File: src/rtl/wb_uart_master_if.sv
// Byte-stream and Wishbone B3 signal bundle for wb_uart_master.
// The master modport is the bridge itself; slave is the side driving its inputs.
interface wb_uart_master_if;
  logic [7:0]  rx_data;
  logic        rx_valid;
  logic [7:0]  tx_data;
  logic        tx_valid;
  logic        tx_ready;
  logic        cyc_o;
  logic        stb_o;
  logic        we_o;
  logic [31:0] adr_o;
  logic [31:0] dat_o;
  logic [3:0]  sel_o;
  logic        ack_i;
  logic [31:0] dat_i;

  modport master (
    input  rx_data, rx_valid, tx_ready, ack_i, dat_i,
    output tx_data, tx_valid, cyc_o, stb_o, we_o, adr_o, dat_o, sel_o
  );

  modport slave (
    output rx_data, rx_valid, tx_ready, ack_i, dat_i,
    input  tx_data, tx_valid, cyc_o, stb_o, we_o, adr_o, dat_o, sel_o
  );
endinterface

File: src/rtl/wb_uart_master.sv
// Serial-command Wishbone B3 classic initiator ('W' addr data -> 'K', 'R' addr -> 4 data bytes).
// Optional bus watchdog enabled by defining WB_UART_MASTER_TIMEOUT_EN (replies 'E' on expiry).
module wb_uart_master #(
  parameter int unsigned TIMEOUT = 1024
) (
  input logic               clk_i,
  input logic               rst_i,
  wb_uart_master_if.master  bus
);

  typedef enum logic [2:0] {IDLE, ADDR, DATA, BUS, RESP} state_t;

  state_t      state_q, state_d;
  logic [1:0]  cnt_q, cnt_d;
  logic        we_q, we_d;
  logic [31:0] adr_q, adr_d;
  logic [31:0] dat_q, dat_d;
  logic        stb_q, stb_d;
  logic [3:0]  sel_q, sel_d;
  logic [7:0]  tx_data_q, tx_data_d;
  logic        tx_valid_q, tx_valid_d;
  logic [31:0] resp_q, resp_d;
  logic        err_q, err_d;
  logic        bus_timeout;

`ifdef WB_UART_MASTER_TIMEOUT_EN
  localparam int unsigned TO_W = $clog2(TIMEOUT + 1);

  logic [TO_W-1:0] to_cnt_q, to_cnt_d;

  // Counts ack-less BUS cycles; the cycle that would make the count TIMEOUT aborts.
  always_comb begin
    to_cnt_d = to_cnt_q;
    if (state_q != BUS) to_cnt_d = '0;
    else if (!bus.ack_i) to_cnt_d = to_cnt_q + 1'b1;
  end

  assign bus_timeout = (state_q == BUS) && !bus.ack_i && (to_cnt_q == TO_W'(TIMEOUT - 1));

  always_ff @(posedge clk_i) begin
    if (!rst_i) to_cnt_q <= '0;
    else        to_cnt_q <= to_cnt_d;
  end
`else
  // TIMEOUT has no effect when the watchdog is compiled out.
  assign bus_timeout = 1'b0 & (TIMEOUT != 0);
`endif

  always_comb begin
    state_d    = state_q;
    cnt_d      = cnt_q;
    we_d       = we_q;
    adr_d      = adr_q;
    dat_d      = dat_q;
    stb_d      = stb_q;
    sel_d      = sel_q;
    tx_data_d  = tx_data_q;
    tx_valid_d = tx_valid_q;
    resp_d     = resp_q;
    err_d      = err_q;

    case (state_q)
      IDLE: begin
        if (bus.rx_valid && (bus.rx_data == 8'h57 || bus.rx_data == 8'h52)) begin
          we_d    = (bus.rx_data == 8'h57);
          cnt_d   = 2'd0;
          state_d = ADDR;
        end
      end
      ADDR: begin
        if (bus.rx_valid) begin
          adr_d = {adr_q[23:0], bus.rx_data};
          cnt_d = cnt_q + 2'd1;
          if (cnt_q == 2'd3) begin
            if (we_q) begin
              state_d = DATA;
            end else begin
              state_d = BUS;
              stb_d   = 1'b1;
              sel_d   = 4'hF;
            end
          end
        end
      end
      DATA: begin
        if (bus.rx_valid) begin
          dat_d = {dat_q[23:0], bus.rx_data};
          cnt_d = cnt_q + 2'd1;
          if (cnt_q == 2'd3) begin
            state_d = BUS;
            stb_d   = 1'b1;
            sel_d   = 4'hF;
          end
        end
      end
      BUS: begin
        // An ack in the expiry cycle wins over the watchdog.
        if (bus.ack_i) begin
          stb_d      = 1'b0;
          sel_d      = 4'h0;
          state_d    = RESP;
          cnt_d      = 2'd0;
          err_d      = 1'b0;
          resp_d     = bus.dat_i;
          tx_valid_d = 1'b1;
          tx_data_d  = we_q ? 8'h4B : bus.dat_i[31:24];
        end else if (bus_timeout) begin
          stb_d      = 1'b0;
          sel_d      = 4'h0;
          state_d    = RESP;
          cnt_d      = 2'd0;
          err_d      = 1'b1;
          tx_valid_d = 1'b1;
          tx_data_d  = 8'h45;
        end
      end
      RESP: begin
        if (tx_valid_q && bus.tx_ready) begin
          if (we_q || err_q || cnt_q == 2'd3) begin
            tx_valid_d = 1'b0;
            state_d    = IDLE;
          end else begin
            cnt_d     = cnt_q + 2'd1;
            resp_d    = {resp_q[23:0], 8'h00};
            tx_data_d = resp_q[23:16];
          end
        end
      end
      default: state_d = IDLE;
    endcase
  end

  always_ff @(posedge clk_i) begin
    if (!rst_i) begin
      state_q    <= IDLE;
      cnt_q      <= 2'd0;
      we_q       <= 1'b0;
      adr_q      <= 32'h0;
      dat_q      <= 32'h0;
      stb_q      <= 1'b0;
      sel_q      <= 4'h0;
      tx_data_q  <= 8'h0;
      tx_valid_q <= 1'b0;
      resp_q     <= 32'h0;
      err_q      <= 1'b0;
    end else begin
      state_q    <= state_d;
      cnt_q      <= cnt_d;
      we_q       <= we_d;
      adr_q      <= adr_d;
      dat_q      <= dat_d;
      stb_q      <= stb_d;
      sel_q      <= sel_d;
      tx_data_q  <= tx_data_d;
      tx_valid_q <= tx_valid_d;
      resp_q     <= resp_d;
      err_q      <= err_d;
    end
  end

  assign bus.cyc_o    = stb_q;
  assign bus.stb_o    = stb_q;
  assign bus.we_o     = we_q;
  assign bus.adr_o    = adr_q;
  assign bus.dat_o    = dat_q;
  assign bus.sel_o    = sel_q;
  assign bus.tx_data  = tx_data_q;
  assign bus.tx_valid = tx_valid_q;

endmodule

File: src/flat_wrapper.sv
// flat-port wrapper written by rule: the top's interface ports become plain ports
module wb_uart_master_flat 
#(
  parameter int unsigned TIMEOUT = 1024
)
  (clk_i, rst_i, bus_rx_data, bus_rx_valid, bus_tx_ready, bus_ack_i, bus_dat_i, bus_tx_data, bus_tx_valid, bus_cyc_o, bus_stb_o, bus_we_o, bus_adr_o, bus_dat_o, bus_sel_o);
  wb_uart_master_if bus_i ();
  input logic clk_i;
  input logic rst_i;
  input wire logic [$bits(bus_i.rx_data)-1:0] bus_rx_data;
  input wire logic [$bits(bus_i.rx_valid)-1:0] bus_rx_valid;
  input wire logic [$bits(bus_i.tx_ready)-1:0] bus_tx_ready;
  input wire logic [$bits(bus_i.ack_i)-1:0] bus_ack_i;
  input wire logic [$bits(bus_i.dat_i)-1:0] bus_dat_i;
  output wire logic [$bits(bus_i.tx_data)-1:0] bus_tx_data;
  output wire logic [$bits(bus_i.tx_valid)-1:0] bus_tx_valid;
  output wire logic [$bits(bus_i.cyc_o)-1:0] bus_cyc_o;
  output wire logic [$bits(bus_i.stb_o)-1:0] bus_stb_o;
  output wire logic [$bits(bus_i.we_o)-1:0] bus_we_o;
  output wire logic [$bits(bus_i.adr_o)-1:0] bus_adr_o;
  output wire logic [$bits(bus_i.dat_o)-1:0] bus_dat_o;
  output wire logic [$bits(bus_i.sel_o)-1:0] bus_sel_o;
  assign bus_i.rx_data = bus_rx_data;
  assign bus_i.rx_valid = bus_rx_valid;
  assign bus_i.tx_ready = bus_tx_ready;
  assign bus_i.ack_i = bus_ack_i;
  assign bus_i.dat_i = bus_dat_i;
  assign bus_tx_data = bus_i.tx_data;
  assign bus_tx_valid = bus_i.tx_valid;
  assign bus_cyc_o = bus_i.cyc_o;
  assign bus_stb_o = bus_i.stb_o;
  assign bus_we_o = bus_i.we_o;
  assign bus_adr_o = bus_i.adr_o;
  assign bus_dat_o = bus_i.dat_o;
  assign bus_sel_o = bus_i.sel_o;
  wb_uart_master #(.TIMEOUT(TIMEOUT)) u_core (.clk_i(clk_i), .rst_i(rst_i), .bus(bus_i));
endmodule
File: config.mk
export PLATFORM = sky130hd
export DESIGN_NAME = wb_uart_master_flat
export DESIGN_NICKNAME = d
export VERILOG_FILES = /design/src/rtl/wb_uart_master_if.sv /design/src/rtl/wb_uart_master.sv /design/src/flat_wrapper.sv
export SDC_FILE = /design/constraint.sdc
export NUM_CORES = 1
export LEC_CHECK = 0
export ABC_AREA = 0
export CAP_MARGIN = 20
export CORE_MARGIN = 2
export CORE_UTILIZATION = 51
export CTS_CLUSTER_DIAMETER = 60
export DETAILED_ROUTE_END_ITERATION = 12
export HOLD_SLACK_MARGIN = 0.06
export PLACE_DENSITY = 0.85
export SLEW_MARGIN = 20
export SYNTH_ARGS = -nofsm -noshare
export SYNTH_HDL_FRONTEND = slang
export SYNTH_SLANG_ARGS = --single-unit
File: constraint.sdc
create_clock -name clk_i -period 4.9 [get_ports clk_i]
set_input_delay 0.98 -clock clk_i [delete_from_list [all_inputs] [get_ports clk_i]]
set_output_delay 0.98 -clock clk_i [all_outputs]
set_load 0.05 [all_outputs]
After elaboration in Yosys (flattened, before gate mapping) --
Index checks and enable logic that the tools add are counted.
Operators by class: eq/ne operators 18, reductions and logical operators 17, multiplexer cells 43, add/sub/neg operators 1
Operators with widths (number):
- 24-bit 2-to-1 mux | 3
- 24-bit one-hot mux with 2 select lines | 1
- 8-bit 2-to-1 mux | 4
- 3-bit 2-to-1 mux | 8
- 4-bit 2-to-1 mux | 6
- 8-bit by 7-bit equality test with 1-bit output, second input constant | 2
- 8-bit one-hot mux with 2 select lines | 1
- 3-bit one-hot mux with 5 select lines | 1
- 2-bit by 1-bit != test with 1-bit output, second input constant | 6
- 4-bit one-hot mux with 3 select lines | 1
- 1-bit 2-to-1 mux | 10
- 2-bit 2-to-1 mux | 5
- 2-bit != test, second input constant | 5
- 2-bit one-hot mux with 4 select lines | 1
- 4-bit AND reduction | 2
- 8-bit AND reduction | 1
- 7-bit AND reduction | 1
- 3-bit by 2-bit equality test with 1-bit output, second input constant | 2
- 2-bit AND reduction | 3
- 6-bit AND reduction | 1
- 4-bit nonzero test | 1
- 3-bit by 1-bit equality test with 1-bit output, second input constant | 1
- 3-bit equality test, second input constant | 1
- 3-bit logical NOT | 1
- other kinds (9) | 11
Word-level totals: input bits 45, bits in registers 108

Depth between registers and ports, before layout --
Gate-level depths: netlist of the first run.
depth after elaboration 5, mapped depth 7, gate-level depth less buffers 5

Least setup slack after synthesis of the first run --
OpenSTA, ideal clock, no wires.
path kind in2reg, start point in bus_tx_ready, end point reg u_core.tx_data_q[3] (netlist: u_core.bus.tx_data[3]), stages 5, required time 4.830 ns, slack 2.898 ns, path buffers 1, arrival 1.931 ns, path through nand2_1 > a22oi_1 > clkbuf_1 > o2111ai_1 > a21oi_1
On the way: cells in the longest elaborated chain, start to end 3
RTL lines:
- from (decl) | RTL line flat_wrapper.sv:12 | input wire logic [$bits(bus_i.tx_ready)-1:0] bus_tx_ready;
- 1-bit logical AND | RTL line wb_uart_master.sv:118 | if (tx_valid_q && bus.tx_ready) begin
- 2-bit by 1-bit != test with 1-bit output (no source line)
- 4-bit AND reduction (no source line)
- to (signal assigned) | RTL line wb_uart_master.sv:154 | tx_data_q <= tx_data_d;
- to (decl) | RTL line wb_uart_master.sv:20 | logic [7:0] tx_data_q, tx_data_d;
No other way between the ends. A chain may end at the register's enable or synchronous reset.

Worst setup path in the final report of the first run --
start point reg u_core.we_q (netlist: u_core.bus.we_o), end point out bus_we_o
RTL lines:
- from (decl) | RTL line wb_uart_master.sv:15 | logic we_q, we_d;
- from (signal assigned) | RTL line wb_uart_master.sv:149 | we_q <= we_d;
- to (decl) | RTL line flat_wrapper.sv:19 | output wire logic [$bits(bus_i.we_o)-1:0] bus_we_o;
No word-level cell between the ends.

==> impl_metrics.json, run 1 <==
{
  "leakagePower_uw": 0.001837,
  "crit_chain": "clkdlybuf4s50_1",
  "core_area_um2": 8217,
  "cts_post_setup_buffers_inserted": 0,
  "clock.fmax_mhz": 335.5,
  "synth_top_family_by_area": "compound AO/OA/AOI/OAI gates",
  "reg2reg_from": "u_core.state_q[2]",
  "p_comb_share_pct": 4.7,
  "tightest_slew_ns": 1.047,
  "io_buffers": 124,
  "maxSlewHeadroom_pct": 30.19,
  "outcome": "complete, no violations",
  "ios": 125,
  "ff_latch_area_um2": 2082,
  "crit_fanout": 13,
  "clk_pin_slew_ns": 0.11,
  "period_needed_ns": 2.980,
  "clock_skew_ns": 0.01378,
  "grt_usage_pct": 24.02,
  "drive_gt1_share_pct": 7.508,
  "crit_family": "buffers and inverters",
  "synth-simple-area-share_pct": 20.38,
  "tns_ns": 0,
  "clkLatencyLatePin_ns": 0.37,
  "rows": 33,
  "powerDensity_nw_per_um2": 257.0,
  "critPathBufInv": 1,
  "seqPwrFrac_pct": 57.3,
  "syn-cell-area_um2": 4335,
  "clockBufferDepth": 2,
  "synth_compound_area_share_pct": 24.18,
  "hold_path_class": "reg2reg",
  "r2r_end": "u_core.resp_q[15]",
  "post-synth-top-area-cell": "dfxtp_1",
  "drt_iter0_drc": 234,
  "rsz0062_at_grt": "false",
  "cp_data_required_time_ns": 3.92,
  "placed_area_um2": 5498,
  "avgSynthCellArea_um2": 8.165,
  "yosysMostFrequentCell": "nand2_1",
  "r2r_cells": 4,
  "cts_hold_buf": 0,
  "drtPass1Iterations": 5,
  "nFillCells": 650,
  "synth-async-reset-ratio_pct": 0,
  "worst_path_max_delay_cell": "clkdlybuf4s50_1",
  "die_h_um": 96.20,
  "cts_tree": "done",
  "finalCritPeriodShare_pct": 60.83,
  "start_util_pct": 52.76,
  "drc": 0,
  "r2r_setup_slack_ns": 1.95,
  "cts_buffers": 9,
  "dpl.hpwl_um": 7598,
  "synth_adder_area_share_pct": 0.2886,
  "slew_violations": 0,
  "layout.nets": 667,
  "irDropWorstVdd_v": 0.0002193,
  "power_frac_clock_pct": 38.0,
  "cap_violations": 0,
  "antenna_found_initial": 0,
  "netlist_instances": 531,
  "n_antenna_cell": 0,
  "cts-resized-gates": 0,
  "place_ws_ns": 1.406,
  "synth_common_cells": "nand2_1, a21oi_1, dfxtp_1",
  "holdPathEnd": "u_core.bus.dat_o[28]",
  "setup_viol": 0,
  "synth.distinct_cells": 47,
  "die_w_um": 96.20,
  "cts_sinks": 104,
  "yosysWarnings": 0,
  "drt-vias-per-instance": 5.544,
  "final_area_um2": 5741,
  "synth_edf_count": 0,
  "hold_violations": 0,
  "wl_per_cell_um": 15.17,
  "worstSetupStartpointType": "flip-flop",
  "synth_top_area_share_pct": 48.02,
  "grt_max_degree": 68,
  "grt_pass1_vias": 3728,
  "crit_path_end_kind": "primary output",
  "sw_frac_of_total_pct": 23.45,
  "gp_congestion": 0.8626,
  "synth-seq-area-share_pct": 48.02,
  "finalPower_uw": 1475,
  "worst_hold_path.num_cells": 2,
  "finalWorstSetupSlack_ns": 1.920,
  "syn_to_final_growth_pct": 32.41,
  "worstHoldStart": "u_core.bus.dat_o[28]",
  "synthMuxAreaShare_pct": 0.4618,
  "drt.antenna.violating_nets": 0,
  "grt-ovfl-total": 0,
  "synth_area_leaders": "dfxtp_1, nand2_1, a21oi_1, a311oi_2, clkbuf_1",
  "cts_root_buf": "clkbuf_8",
  "num_vias": 4053,
  "critPathMaxStageDelay_ns": 0.91,
  "ys_ff_latch": 104,
  "wl_um": 11090,
  "worstSetupPathType": "reg2out",
  "multiInputGateArea_um2": 2004,
  "p_int_uw": 1129,
  "syn_nets": 577,
  "die-area_um2": 9254,
  "cts_max_level": 3,
  "synth-main-ff-cell": "dfxtp_1",
  "grt_pass1_wl_um": 17610,
  "synth_xor_xnor_area_share_pct": 0.4040,
  "p_sw_uw": 346.0,
  "critPathArrivalTime_ns": 2.00
}
[registers in the layout, summed over array words and instances (netlist names)]
register             count
u_core.bus.sel_o         1
u_core.bus.we_o          1
u_core.state_q           3
u_core.resp_q           24
u_core.bus.dat_o        32
u_core.cnt_q             2
u_core.bus.tx_data       8
u_core.bus.adr_o        32
u_core.bus.tx_valid      1
[how the worst max path moves through the flow]
stage,start,end,cells after the start
after global placement,u_core.state_q[2],u_core.resp_q[8],4
after detailed placement,u_core.state_q[2],u_core.resp_q[21],4
after global routing,u_core.state_q[2],u_core.resp_q[15],4
final,u_core.bus.we_o,bus_we_o,1
after CTS,u_core.state_q[2],u_core.resp_q[21],4
after floorplan,bus_tx_ready,u_core.bus.tx_data[3],5
[metal layers]
metal	wire, um	vias to the layer above	GRT usage, %
met4	80	0	4.524
li1	-	2003	-
met3	930	8	7.596
met1	4644	1905	30.38
met5	0	-	0
met2	5437	137	40.45
[cells in the final DEF, fill, tap and decap left out, drive strengths merged, types with 3 or more instances in the layout]
cell,instances
a211oi,4
a21oi,106
a311oi,16
and3,4
buf,5
clkbuf,9
clkdlybuf4s50,124
dfxtp,104
inv,9
nand2,166
nand3,3
nand3b,4
nand4,9
nor2,3
o2111ai,4
o21ai,17
or3,5
[power by group through the flow]
stage / Clock, uW / Combinational (uW) / Sequential, uW
floorplan: 0 / 24.2 / 865
global placement: 0 / 68.3 / 865
detailed placement: 0 / 68.4 / 865
CTS: 569 / 68.9 / 845
global route: 604 / 73.9 / 846
finish: 561 / 69.3 / 845
[logic make-up (layout without fill, tap and decap cells)]
kind of cell    count (synthesis)  in the layout
xor+xnor                        2              2
simple gates                  206            206
compound gates                160            160
flops                         104            104
mux                             2              2
fa+ha+maj                       1              1
buf+inv                        56            151
[through the flow]
step / util (%) / hold WS (ns) / cells
2_1_floorplan: - / 0.4418 / 531
3_3_place_gp: 66.85 / 0.4431 / 713
3_5_place_dp: 66.91 / 0.4489 / 713
4_1_cts: 69.45 / 0.4625 / 729
5_1_grt: 69.86 / 0.4843 / 731
6_report: 69.86 / 0.4607 / 731
[layout make-up]
cell class                      count  share of cell area [%]
Sequential cell                   104                   36.27
Multi-Input combinational cell    371                   34.92
Timing Repair Buffer              129                   22.47
Tap cell                          105                   2.289
Clock buffer                        9                   2.158
Clock inverter                      7                   1.482
Inverter                            6                  0.4141
Note: power is estimated with default switching activity, not from simulation.
==> inputs of run 2 (changes only) <==
--- a/config.mk
+++ b/config.mk
@@ -8,11 +8,11 @@
 export ABC_AREA = 0
 export CAP_MARGIN = 20
 export CORE_MARGIN = 2
-export CORE_UTILIZATION = 51
+export CORE_UTILIZATION = 47
 export CTS_CLUSTER_DIAMETER = 60
 export DETAILED_ROUTE_END_ITERATION = 12
 export HOLD_SLACK_MARGIN = 0.06
-export PLACE_DENSITY = 0.85
+export PLACE_DENSITY = 0.79
 export SLEW_MARGIN = 20
 export SYNTH_ARGS = -nofsm -noshare
 export SYNTH_HDL_FRONTEND = slang
==> constraint.sdc (replaced) <==
create_clock -name clk_i -period 2.79 [get_ports clk_i]
set_input_delay 0.558 -clock clk_i [delete_from_list [all_inputs] [get_ports clk_i]]
set_output_delay 0.558 -clock clk_i [all_outputs]
set_load 0.05 [all_outputs]
==> impl_metrics.json, run 2 (synthesis gave the netlist of run 1 again) <==
{
  "cts_post_setup_buffers_inserted": 0,
  "dpl.hpwl_um": 7586,
  "worstSetupStartpointType": "flip-flop",
  "rsz0062_at_grt": "false",
  "start_util_pct": 47.60,
  "drt.antenna.violating_nets": 0,
  "leakagePower_uw": 0.001868,
  "num_vias": 4098,
  "slew_violations": 0,
  "final_cell_mix": "nand2_1, clkdlybuf4s50_1, a21oi_1",
  "tns_ns": 0,
  "powerDensity_nw_per_um2": 441.4,
  "die_h_um": 100.0,
  "clockBufferDepth": 2,
  "grt-ovfl-total": 0,
  "clk_pin_slew_ns": 0.10,
  "critPathArrivalTime_ns": 2.64,
  "drtPass1Iterations": 5,
  "p_int_uw": 1904,
  "wl_per_cell_um": 15.57,
  "drt_iter0_drc": 257,
  "cts-resized-gates": 0,
  "seqPwrFrac_pct": 58.3,
  "io_buffers": 124,
  "drc": 0,
  "clock.fmax_mhz": 415.0,
  "crit_path_end_kind": "flip-flop",
  "cap_violations": 0,
  "cts_tree": "done",
  "finalCritPeriodShare_pct": 86.37,
  "rows": 35,
  "clock_skew_ns": 0.02002,
  "core_area_um2": 9109,
  "outcome": "complete, no violations",
  "setup_viol": 0,
  "gp_congestion": 0.7908,
  "hold_violations": 0,
  "p_sw_uw": 641.3,
  "cts_max_level": 3,
  "sw_frac_of_total_pct": 25.20,
  "worstSetupPathType": "reg2reg",
  "hold_path_class": "reg2reg",
  "finalCoreUtilization_pct": 63.30,
  "final_common_cell": "nand2_1",
  "grt_pass1_wl_um": 18510,
  "grt_pass1_vias": 3811,
  "wl_um": 11590,
  "antenna_found_initial": 0,
  "syn_to_final_growth_pct": 32.99,
  "p_comb_share_pct": 4.9,
  "clkLatencyLatePin_ns": 0.38,
  "cts_hold_buf": 0,
  "period_needed_ns": 2.410,
  "ios": 125,
  "cts_sinks": 104,
  "cts_buffers": 9,
  "die-area_um2": 10010,
  "n_antenna_cell": 0,
  "layout.nets": 674,
  "crit_fanout": 20,
  "cts_root_buf": "clkbuf_8",
  "grt_max_degree": 67,
  "tightest_slew_ns": 0.6907,
  "drive_gt1_share_pct": 8.215,
  "die_w_um": 100.0,
  "power_frac_clock_pct": 36.7,
  "drt-vias-per-instance": 5.508,
  "grt_usage_pct": 22.84,
  "irDropWorstVdd_v": 0.0003456,
  "cp_data_required_time_ns": 3.02,
  "maxSlewHeadroom_pct": 53.95
}
[run 2: cell count changes in the layout (fill, tap and decap cells not counted), moves of 2 or more]
cell and change:
clkinvlp_4 -2, buf_4 +9, nor2_2 +2, clkinv_4 +3, nor2_4 -2
[run 2: final timing paths]
check,from,to,slack (ns),cells after the start
hold reg to reg,u_core.bus.dat_o[31],u_core.bus.dat_o[31],0.47,2
hold / removal,u_core.bus.dat_o[31],u_core.bus.dat_o[31],0.47,2
setup / recovery,u_core.state_q[2],u_core.resp_q[18],0.38,5
setup reg to reg,u_core.state_q[2],u_core.resp_q[18],0.38,5
[run 2: final cells by class]
class	count	area [um2]
Clock buffer	9	123.9
Clock inverter	7	73.82
Sequential cell	104	2082
Multi-Input combinational cell	371	1992
Inverter	6	23.77
Fill cell	801	3343
Tap cell	111	138.9
Timing Repair Buffer	136	1331
[run 2: critical path: stages (launching register included)]
cell	delay, ns
dfxtp_1	0.66
or3b_1	0.48
o32a_1	0.49
nor2_2	0.15
buf_4	0.32
a311oi_1	0.17
[run 2: metal layers]
| layer | share of wire (%) | wire, um | GRT usage (%) | vias up |
|---|---|---|---|---|
| met1 | 44 | 5152 | 29.50 | 1927 |
| met4 | 1.7 | 195 | 7.587 | 0 |
| li1 | - | - | - | 2015 |
| met2 | 46 | 5317 | 36.02 | 138 |
| met3 | 7.9 | 921 | 7.869 | 18 |
| met5 | 0 | 0 | 0 | - |
[run 2: per-stage QoR]
step | power [uW] | setup WS, ns | cell area (um2) | hold WS, ns | std cells
after floorplan | 1562 | 1.025 | 4335 | 0.4418 | 531
after global placement | 1642 | 0.3232 | 5568 | 0.4444 | 728
after detailed placement | 1642 | 0.3191 | 5568 | 0.4485 | 728
after CTS | 2552 | 0.3781 | 5766 | 0.4633 | 744
after global routing | 2619 | 0.2514 | 5766 | 0.4836 | 744
final | 2545 | 0.3802 | 5766 | 0.4655 | 744
[run 2: power by group through the flow]
stage	Combinational, uW	Sequential, uW	Clock [uW]
2_1_floorplan	42.5	1520	0
3_3_place_gp	124	1520	0
3_5_place_dp	123	1520	0
4_1_cts	125	1480	942
5_1_grt	133	1490	1000
6_report	126	1480	935
